===== src/rtl/uart_pkg.sv =====
// ---------------------------------------------------------------------------
// uart_pkg
// Shared definitions for the UART receiver and transmitter. It holds the
// receiver state encoding, the character width and the parity-select
// encoding, plus the parity helper used by both directions.
// ---------------------------------------------------------------------------
package uart_pkg;

   localparam int   DATA_BITS = 7;

   // Parity select encoding (p_s input)
   localparam logic PAR_EVEN  = 1'b0;
   localparam logic PAR_ODD   = 1'b1;

   typedef enum logic [2:0] {
      IDLE,
      START,
      DATA,
      PARITY,
      STOP
   } uart_state_t;

   // Parity bit that a well-formed frame carries for this character.
   function automatic logic expected_parity(input logic [DATA_BITS-1:0] data,
                                            input logic                 p_s);
      return (^data) ^ p_s;
   endfunction

endpackage


===== src/rtl/uart_rx_sync.sv =====
// ---------------------------------------------------------------------------
// uart_rx_sync
// Two-flop synchronizer for the asynchronous serial line plus a falling-edge
// detector on the synchronized value.
//   clk   : receiver clock
//   rst   : asynchronous active-high reset (all flops reset to idle-high)
//   rxd   : raw serial line, asynchronous to clk
//   s_rxd : synchronized line, two cycles behind rxd
//   fall  : high for one cycle when s_rxd goes from 1 to 0
// ---------------------------------------------------------------------------
module uart_rx_sync (
   input  logic clk,
   input  logic rst,
   input  logic rxd,
   output logic s_rxd,
   output logic fall
);

   logic meta_reg;
   logic sync_reg;
   logic prev_reg;

   always_ff @(posedge clk or posedge rst) begin
      if (rst) begin
         meta_reg <= 1'b1;
         sync_reg <= 1'b1;
         prev_reg <= 1'b1;
      end else begin
         meta_reg <= rxd;
         sync_reg <= meta_reg;
         prev_reg <= sync_reg;
      end
   end

   assign s_rxd = sync_reg;
   // A line held low never produces a second edge, which is what keeps a
   // break condition from retriggering the receiver.
   assign fall  = prev_reg & ~sync_reg;

endmodule


===== src/rtl/uart_rx.sv =====
// ---------------------------------------------------------------------------
// uart_rx
// Oversampling UART receiver: start, 7 data bits LSB first, parity, stop.
//   CLKS_PER_BIT : clocks per serial bit (1..1024)
//   clk, rst     : clock, asynchronous active-high reset
//   rxd          : serial line (idle high)
//   p_s          : parity select (0 even, 1 odd), captured at the start bit
//   rd           : consumer acknowledge, clears full and overrun
//   din_rx       : last good character
//   valid        : one-cycle pulse when din_rx is loaded
//   full         : din_rx holds an unread character
//   busy         : receiver is not idle
//   parity_err   : one-cycle pulse on parity mismatch
//   frame_err    : one-cycle pulse on a low stop bit
//   overrun      : sticky, good frame dropped because full was set
// ---------------------------------------------------------------------------
module uart_rx
   import uart_pkg::*;
#(
   parameter int CLKS_PER_BIT = 16
) (
   input  logic                 clk,
   input  logic                 rst,
   input  logic                 rxd,
   input  logic                 p_s,
   input  logic                 rd,
   output logic [DATA_BITS-1:0] din_rx,
   output logic                 valid,
   output logic                 full,
   output logic                 busy,
   output logic                 parity_err,
   output logic                 frame_err,
   output logic                 overrun
);

   localparam int              CW         = $clog2(CLKS_PER_BIT) + 1;
   localparam logic [CW-1:0]   LAST_CNT   = CW'(CLKS_PER_BIT - 1);
   localparam logic [CW-1:0]   SAMPLE_CNT = CW'((CLKS_PER_BIT - 1) / 2);
   // The cycle in which the falling edge is seen is position 0 of the start
   // bit, so the counter continues from position 1 (or wraps to 0 when a bit
   // is a single clock long).
   localparam logic [CW-1:0]   FIRST_CNT  = (CLKS_PER_BIT == 1) ? CW'(0) : CW'(1);
   localparam logic [2:0]      LAST_BIT   = 3'(DATA_BITS - 1);

   logic                 s_rxd;
   logic                 fall;

   uart_state_t          state_reg;
   logic [CW-1:0]        cnt_reg;
   logic [2:0]           bit_idx_reg;
   logic [DATA_BITS-1:0] shift_reg;
   logic                 ps_reg;
   logic                 par_bad_reg;
   logic                 stop_done_reg;

   logic [CW-1:0]        cnt_wrap;
   logic                 tick;
   logic                 frame_start;

   uart_rx_sync u_sync (
      .clk   (clk),
      .rst   (rst),
      .rxd   (rxd),
      .s_rxd (s_rxd),
      .fall  (fall)
   );

   assign cnt_wrap = (cnt_reg == LAST_CNT) ? '0 : cnt_reg + 1'b1;
   assign tick     = (cnt_reg == SAMPLE_CNT);
   // A new frame may also begin in the cycle after the stop sample, which
   // lets single-clock-per-bit frames run back to back.
   assign frame_start = fall && ((state_reg == IDLE) ||
                                 (state_reg == STOP && stop_done_reg));

   always_ff @(posedge clk or posedge rst) begin
      if (rst) begin
         state_reg     <= IDLE;
         cnt_reg       <= '0;
         bit_idx_reg   <= '0;
         shift_reg     <= '0;
         ps_reg        <= PAR_EVEN;
         par_bad_reg   <= 1'b0;
         stop_done_reg <= 1'b0;
         din_rx        <= '0;
         valid         <= 1'b0;
         full          <= 1'b0;
         busy          <= 1'b0;
         parity_err    <= 1'b0;
         frame_err     <= 1'b0;
         overrun       <= 1'b0;
      end else begin
         valid      <= 1'b0;
         parity_err <= 1'b0;
         frame_err  <= 1'b0;

         // Acknowledge; a load in the same cycle overrides this below.
         if (rd) begin
            full    <= 1'b0;
            overrun <= 1'b0;
         end

         if (state_reg == IDLE) cnt_reg <= '0;
         else                   cnt_reg <= cnt_wrap;

         if (frame_start) begin
            cnt_reg       <= FIRST_CNT;
            bit_idx_reg   <= '0;
            par_bad_reg   <= 1'b0;
            stop_done_reg <= 1'b0;
            busy          <= 1'b1;
            if (SAMPLE_CNT == '0) begin
               // The edge cycle is already the start-bit sample point.
               state_reg <= DATA;
               ps_reg    <= p_s;
            end else begin
               state_reg <= START;
            end
         end else begin
            case (state_reg)
               IDLE: ;

               START: if (tick) begin
                  if (!s_rxd) begin
                     state_reg <= DATA;
                     ps_reg    <= p_s;
                  end else begin
                     state_reg <= IDLE;   // false start, silently dropped
                     busy      <= 1'b0;
                  end
               end

               DATA: if (tick) begin
                  shift_reg <= {s_rxd, shift_reg[DATA_BITS-1:1]};
                  if (bit_idx_reg == LAST_BIT) state_reg <= PARITY;
                  else                         bit_idx_reg <= bit_idx_reg + 1'b1;
               end

               PARITY: if (tick) begin
                  par_bad_reg <= (expected_parity(shift_reg, ps_reg) != s_rxd);
                  state_reg   <= STOP;
               end

               STOP: begin
                  if (stop_done_reg) begin
                     state_reg <= IDLE;
                     busy      <= 1'b0;
                  end else if (tick) begin
                     stop_done_reg <= 1'b1;
                     if (!s_rxd) begin
                        frame_err  <= 1'b1;
                        parity_err <= par_bad_reg;
                     end else if (par_bad_reg) begin
                        parity_err <= 1'b1;
                     end else if (full && !rd) begin
                        overrun <= 1'b1;   // keep the unread character
                     end else begin
                        din_rx <= shift_reg;
                        valid  <= 1'b1;
                        full   <= 1'b1;
                     end
                  end
               end

               default: begin
                  state_reg <= IDLE;
                  busy      <= 1'b0;
               end
            endcase
         end
      end
   end

endmodule


===== config.mk =====
export PLATFORM = sky130hd
export DESIGN_NAME = uart_rx
export DESIGN_NICKNAME = d
export VERILOG_FILES = /design/src/rtl/uart_pkg.sv /design/src/rtl/uart_rx_sync.sv /design/src/rtl/uart_rx.sv
export SDC_FILE = /design/constraint.sdc
export NUM_CORES = 1
export LEC_CHECK = 0
export CORE_MARGIN = 2
export CORE_UTILIZATION = 45
export DETAILED_ROUTE_END_ITERATION = 7
export PLACE_DENSITY = 0.68
export SYNTH_ARGS = -nofsm -noshare
export SYNTH_HDL_FRONTEND = slang
export SYNTH_SLANG_ARGS = --single-unit

===== constraint.sdc =====
create_clock -name clk -period 2.1 [get_ports clk]
set_input_delay 0.42 -clock clk [delete_from_list [all_inputs] [get_ports clk]]
set_output_delay 0.42 -clock clk [all_outputs]
set_load 0.005 [all_outputs]

# Word level (Yosys, flattened, before mapping)
# Index checks and enable logic that the tools add are counted.
# classes
add_sub_neg	2
multipliers	0
div	0
order_cmp	0
eq_ne	17
shifts	0
muxes	61
bitwise	7
n_reduce_logical	19
# op_table
cell	n
$mux 1	45
$mux 3	10
$mux 5	3
$ne 3x3->1 const B	5
$pmux 3 s5	1
$reduce_and 4->1	2
$reduce_bool 2->1	4
$reduce_and 7->1	1
$reduce_xor 7->1	1
$eq 3x2->1 const B	2
$eq 3x3->1 const B	2
$reduce_and 3->1	2
$reduce_and 6->1	1
$add 5x1->5 const B	1
$eq 5x3->1 const B	1
$eq 5x4->1 const B	1
$not 1->1	5
$ne 2x2->1 const B	2
$add 3x1->3 const B	1
$eq 3x1->1 const B	1
$logic_and 1x1->1	3
$logic_not 3->1	1
$ne 3x2->1 const B	1
$pmux 1 s3	1
other kinds (9)	9
# word_totals
ff_bits	37
latchBits	0
ramBits	0
romBits	0
in_bits	5
output_inout_bits	13
wordCells	123
memories	0

# Logic depth before layout (Yosys ltp)
# Gate-level depths: netlist of the first run.
# depth
depth_word	9
depth_mapped	6
mapped_depth_nobuf	6

# Hierarchy
# Synthesis of the first run repeated with hierarchy kept, for this count alone.
# unflattened
hier_cells	158
area_unflattened_um2	1761.7
# modules_own_cells
mod	n_inst	cells_per_inst	area_per_inst_um2
uart_rx	1	153	1665.3
uart_rx_sync	1	5	96.3

# Least setup slack after synthesis of the first run
# No wires, ideal clock.
# synth_timing
path_type	reg2reg
start	reg cnt_reg[0]
end	reg bit_idx_reg[2]
setup_ns	0.120
t_arrival_ns	1.948
slack_ns	0.031
stages_incl_launch_ff	7
n_path_buf	1
path_cell_list	dfrtp_1 ha_1 nand4bb_4 or4b_4 buf_6 or4_1 o211a_1
# synth_via
elab_chain_cells	3
# synth_rtl
element	line_no	rtl
from (decl)	uart_rx.sv:49	logic [CW-1:0] cnt_reg;
from (signal assigned)	uart_rx.sv:103	else cnt_reg <= cnt_wrap;
$eq 5x3->1	uart_rx.sv:69	assign tick = (cnt_reg == SAMPLE_CNT);
$reduce_bool 2->1 (no line)	-	
$reduce_and 3->1 (no line)	-	
to (signal assigned)	uart_rx.sv:135	else bit_idx_reg <= bit_idx_reg + 1'b1;
to (decl)	uart_rx.sv:50	logic [2:0] bit_idx_reg;
# No other way between the ends.
# A chain may end at the register's enable or synchronous reset.

# Worst setup path after layout of the first run
# Same ends and word-level chain as after synthesis.

==> reports/qor.txt, run 1 <==
Status: completed
Vias in the first global route: 1103
Static leakage: 0.945 nW
Sequential share of the synthesized area: 56.0%
Synth area leaders: dfrtp_1 (51%), mux2_2 (9.5%), dfstp_2 (4.8%)
Mapped Nets: 138
First-pass GRT wire length: 4970 um
Clock Tree Buf Depth: 2
Syn avg cell area: 12.8 um^2
Max Cap Viol: 0
Antenna-violating nets left: 0
DRC Markers: 0
Drt pass-1 iters: 4
Total number of H-tree levels: 2
Area after DPL: 0.00191 mm^2
Starting Density: 46.0%
Min Tclk post-route: 1950 ps
Crit Path Category: reg -> reg
Worst-Skew Late Latency: 290 ps
Minimum setup slack among reg-to-reg paths: 150 ps
GPL Wtd Cong: 0.821
Slowest stage delay, CP: 520 ps
Post-CTS setup buffers: 0
DRT met1 WL: 1230 um
Crit share post-route: 92.9%
Reg2Reg Depth: 5
Vias/cell: 5.23
Yosys cell types: 39
Post-synth EDFFs: 0
FFs w/ async S/R, synth: 100%
CTS tree: yes
Highest metal used: met4
Slowest cell on the critical path: or4b_4
Total global-route track usage: 15.9%
CORE AREA: 0.00361 mm^2
Die Footprint: 0.00419 mm^2
DP HPWL: 1970 um
CTS root buf: clkbuf_8
Num rows: 22
DRT iter0 DRCs: 57
Post-synthesis instance total: 130
Hold Buf Count CTS: 0
Mapped cell area: 0.00166 mm^2
Area Overhead vs Synth: 22.1%
CP Buf/Inv Count: 0
Synth top area share: 51.3%
Area leader, netlist: dfrtp_1
Crit path max fanout: 4
Peak VDD IR: 401 uV
Routed wl met2: 1420 um
Levels on crit path: 5
PortBufs: 17
WL per Instance: 13.7 um
Largest net degree at the start of global routing: 38
Worst path required time: 2280 ps
Ys Warns: 0
CP Cell Sequence: ha_1 > nand4bb_4 > or4b_4 > or4_1 > o211a_1
CTS buffer count: 5
CP Launch Type: flop
Largest delay contributor family on the critical path: simple AND/OR/NAND/NOR gates
Clk slew on worst S/H paths: 70 ps
Die Width: 64.7 um
Die height: 64.7 um
Min-delay worst type: reg -> reg
Skew final: 8.53 ps
Worst Max-Slew Pin Slew: 493 ps
Max frequency: 0.513 GHz
Synthesized flop and latch total: 37
Design area: 0.00203 mm^2
Pwr Density: 933 mW/mm^2
Initial antenna violation count: 0
Final core occ: 56.2%
Final Slew Violations: 0
Nets: 164
N_diodes: 0
RSZ-0062 raised after global routing: false
Hold Crit Depth: 0
TNS Setup: 0 ps
Crit. End Element: flop
Met3 wire length: 93 um
Slew headroom: 66.9%
IO Count: 18
Main synth FF type: dfrtp_1
DRT Wirelength: 2810 um
Worst Path Arrival: 2130 ps
Final Hold Fails: 0
Total clock sinks: 37
Setup violators final: 0
Fraction of layout cells with a size suffix above 1: 23.6%
Post_cts resized: 0
Global route total overflow: 0
Vias: 1073
==> synth_stat cells, types with 2 or more instances <==
cell      number
nor2_1         7
ha_1           3
xor2_1         3
or4_1          2
mux2_2        14
nor3b_1        2
xnor2_1        5
a21o_1         3
clkbuf_1       3
dfrtp_1       34
nor3_1         4
nand3_1        4
a21oi_1        3
inv_1          8
dfstp_2        3
nand2_1        6
mux2i_1        2
o21ai_0        3
==> routing by layer <==
metal | track usage (%) | up-vias
met5 | 0 | -
met1 | 18.9 | 547
li1 | - | 504
met2 | 26.3 | 16
met3 | 4.86 | 6
met4 | 7.18 | 0
==> path summary, 6_finish.rpt <==
kind | start | endpoint
max | cnt_reg[0] | bit_idx_reg[2]
min | u_sync.meta_reg | u_sync.s_rxd
max reg2reg | cnt_reg[0] | bit_idx_reg[2]
min reg2reg | u_sync.meta_reg | u_sync.s_rxd
max in group asynchronous | rst | u_sync.meta_reg
min in group asynchronous | rst | valid
==> stage by stage <==
step	setup WS, ps	std cells	total power [mW]	hold WS [ps]
after detailed placement	166	197	1.30	349
after CTS	152	205	1.92	359
after floorplan	31.2	130	1.18	345
after global routing	63.4	205	2.01	363
final	150	205	1.89	357
after global placement	201	197	1.28	347
==> power breakdown <==
group          leakage (nW)  internal [mW]  total, mW  switching, mW
clock network        0.0554          0.356      0.603          0.247
logic                 0.398          0.208      0.403          0.194
registers             0.492          0.808      0.884         0.0769
==> cell type report <==
cell class	instances	area, um^2
clock buffers	6	72.6
multi-input cells	80	672
repair buffers	24	223
clock inverters	2	38.8
well taps	48	60.1
inverters	8	30.0
fillers	306	1580
flip-flops and latches	37	930
==> cell usage in the layout, fill, tap and decap left out, drive strengths merged, types with 3 or more instances in the layout <==
cell type and count:
dfrtp 34, xor2 3, o21ai 4, clkdlybuf4s50 17, nand3 4, buf 7, nor2 7, ha 3
dfstp 3, or4b 3, a21o 3, a21oi 3, xnor2 5, mux2 15, inv 8, nand2 6
nor3 4, clkbuf 6
==> worst reg2reg max path: stages (launching register included) <==
cell	delay, ps
dfrtp_1	380
ha_1	270
nand4bb_4	130
or4b_4	520
or4_1	410
o211a_1	140
==> cell families (layout without fill, tap and decap cells) <==
logic type                 Yosys count  after routing  synth area share [%]
adders and majority gates            3              3                  2.26
buffers and inverters               13             40                  3.47
and+or+nand+nor                     35             35                  14.8
AOI/OAI and AO/OA                   16             16                  6.49
DFF                                 37             37                  56.0
xor gates and xnor gates             9              9                  5.58
muxes                               17             17                  11.4
Power figures use the tool's default switching activity.
==> run 2, diff against run 1 <==
- PLACE_DENSITY: 0.68 -> 0.73
==> run 2 against run 1 <==
  * Clock power increased by 7.3%
  * Utilization up 0.24 points
  * Largest cell class unchanged
  * Die area unchanged
  * First-iteration DRC count decreased by 28%
  * Sequential power grew 0.8%
  * Sequential share of layout area down 0.20 points
==> reports/qor.txt, run 2 (synthesis gave the netlist of run 1 again) <==
Worst Max-Slew Pin Slew: 543 ps (was 493 ps)
Worst path required time: 2290 ps (was 2280 ps)
Die height: 64.7 um (unchanged)
Crit path launch: cnt_reg[0] (unchanged)
Final Slew Violations: 0 (unchanged)
Design area: 0.00203 mm^2 (about the same)
Vias/cell: 5.13 (was 5.23)
Total clock sinks: 37 (unchanged)
CTS tree: yes (unchanged)
Clk slew on worst S/H paths: 80 ps (was 70 ps)
CORE AREA: 0.00361 mm^2 (unchanged)
Total number of H-tree levels: 2 (unchanged)
Crit share post-route: 94.4% (was 92.9%)
Setup violators final: 0 (unchanged)
Starting Density: 46.0% (unchanged)
Area after DPL: 0.00191 mm^2 (unchanged)
First-pass GRT wire length: 5240 um (was 4970 um)
TNS Setup: 0 ps (unchanged)
DP HPWL: 2050 um (was 1970 um)
Most common cell after layout, fill and taps aside: dfrtp_1 (unchanged)
Worst Path Arrival: 2170 ps (was 2130 ps)
CP Launch Type: flop (unchanged)
Total Power: 1.94 mW (was 1.89 mW)
Pwr Density: 956 mW/mm^2 (was 933 mW/mm^2)
Status: completed (unchanged)
IO Count: 18 (unchanged)
Min-delay worst type: reg -> reg (unchanged)
Crit Path Category: reg -> reg (unchanged)
Total global-route track usage: 16.8% (was 15.9%)
GPL Wtd Cong: 0.773 (was 0.821)
Die Footprint: 0.00419 mm^2 (unchanged)
Vias in the first global route: 1092 (was 1103)
Die Width: 64.7 um (unchanged)
Max frequency: 0.505 GHz (was 0.513 GHz)
Nets: 164 (unchanged)
Num rows: 22 (unchanged)
Reg2Reg Depth: 5 (unchanged)
Antenna-violating nets left: 0 (unchanged)
Most frequent cells in the layout: dfrtp_1 (34), clkdlybuf4s50_1 (17), mux2_2 (14), inv_1 (8) (unchanged)
CP endpoint: bit_idx_reg[2] (unchanged)
Area Overhead vs Synth: 22.6% (was 22.1%)
WL per Instance: 14.4 um (was 13.7 um)
Minimum setup slack among reg-to-reg paths: 120 ps (was 150 ps)
Global route total overflow: 0 (unchanged)
Skew final: 4.28 ps (was 8.53 ps)
Post_cts resized: 0 (unchanged)
N_diodes: 0 (unchanged)
Largest net degree at the start of global routing: 38 (unchanged)
PortBufs: 17 (unchanged)
CTS buffer count: 5 (unchanged)
CTS root buf: clkbuf_8 (unchanged)
Final Hold Fails: 0 (unchanged)
Slew headroom: 63.6% (was 66.9%)
Min Tclk post-route: 1980 ps (was 1950 ps)
RR Endpoint: bit_idx_reg[2] (unchanged)
RR Startpoint: cnt_reg[0] (unchanged)
DRT Wirelength: 2960 um (was 2810 um)
Vias: 1051 (was 1073)
DRC Markers: 0 (unchanged)
Worst-Skew Late Latency: 290 ps (about the same)
Clock Tree Buf Depth: 2 (unchanged)
Peak VDD IR: 370 uV (was 401 uV)
Fraction of layout cells with a size suffix above 1: 24.2% (was 23.6%)
Crit path max fanout: 4 (unchanged)
Crit. End Element: flop (unchanged)
Post-CTS setup buffers: 0 (unchanged)
DRT iter0 DRCs: 41 (was 57)
Final hold slack: 359 ps (was 357 ps)
Hold Buf Count CTS: 0 (unchanged)
Max Cap Viol: 0 (unchanged)
Drt pass-1 iters: 4 (unchanged)
Initial antenna violation count: 0 (unchanged)
RSZ-0062 raised after global routing: false (unchanged)
Static leakage: 0.947 nW (was 0.945 nW)
run 2: cell types whose count changed in the layout (fill, tap and decap cells not counted):
cell | before | now
clkbuf_1 | 1 | 0
clkbuf_8 | 5 | 6
clkinv_4 | 1 | 0
clkinvlp_4 | 0 | 1
run 2: area by class of cell:
type	instances	area, um^2
fill	311	1570
timing repair buffer	24	223
sequential	37	930
tap	48	60.1
clock inverter	2	37.5
clock buffer	6	82.6
multi-input combinational	80	672
inverter	8	30.0
run 2: how the worst min path moves through the flow:
stage                    start            to  slack, ps  cells after the start
2_1_floorplan  u_sync.meta_reg  u_sync.s_rxd        350                      0
3_3_place_gp   u_sync.meta_reg  u_sync.s_rxd        350                      0
3_5_place_dp   u_sync.meta_reg  u_sync.s_rxd        350                      0
4_1_cts        u_sync.meta_reg  u_sync.s_rxd        360                      0
5_1_grt        u_sync.meta_reg  u_sync.s_rxd        370                      0
6_report       u_sync.meta_reg  u_sync.s_rxd        360                      0
run 2: per-layer routing:
layer / GRT usage, % / up-vias / routed length (um)
li1: - / 502 / -
met3: 4.17 / 6 / 80
met2: 26.9 / 18 / 1460
met1: 21.1 / 525 / 1340
met4: 8.78 / 0 / 80
met5: 0 / - / 0
run 2: report_power, final:
| part | internal [mW] | switching (mW) |
|---|---|---|
| clock | 0.386 | 0.261 |
| combinational | 0.209 | 0.197 |
| sequential | 0.808 | 0.0837 |
run 2: through the flow:
step,cells,util (%),setup WS [ps]
2_1_floorplan,130,-,31.2
3_3_place_gp,197,53.1,209
3_5_place_dp,197,53.1,135
4_1_cts,205,56.4,111
5_1_grt,205,56.4,39.1
6_report,205,56.4,119
run 2: critical path: stages, from the launching register on:
cell,delay (ps)
dfrtp_1,390
ha_1,280
nand4bb_4,130
or4b_4,530
or4_1,400
o211a_1,140
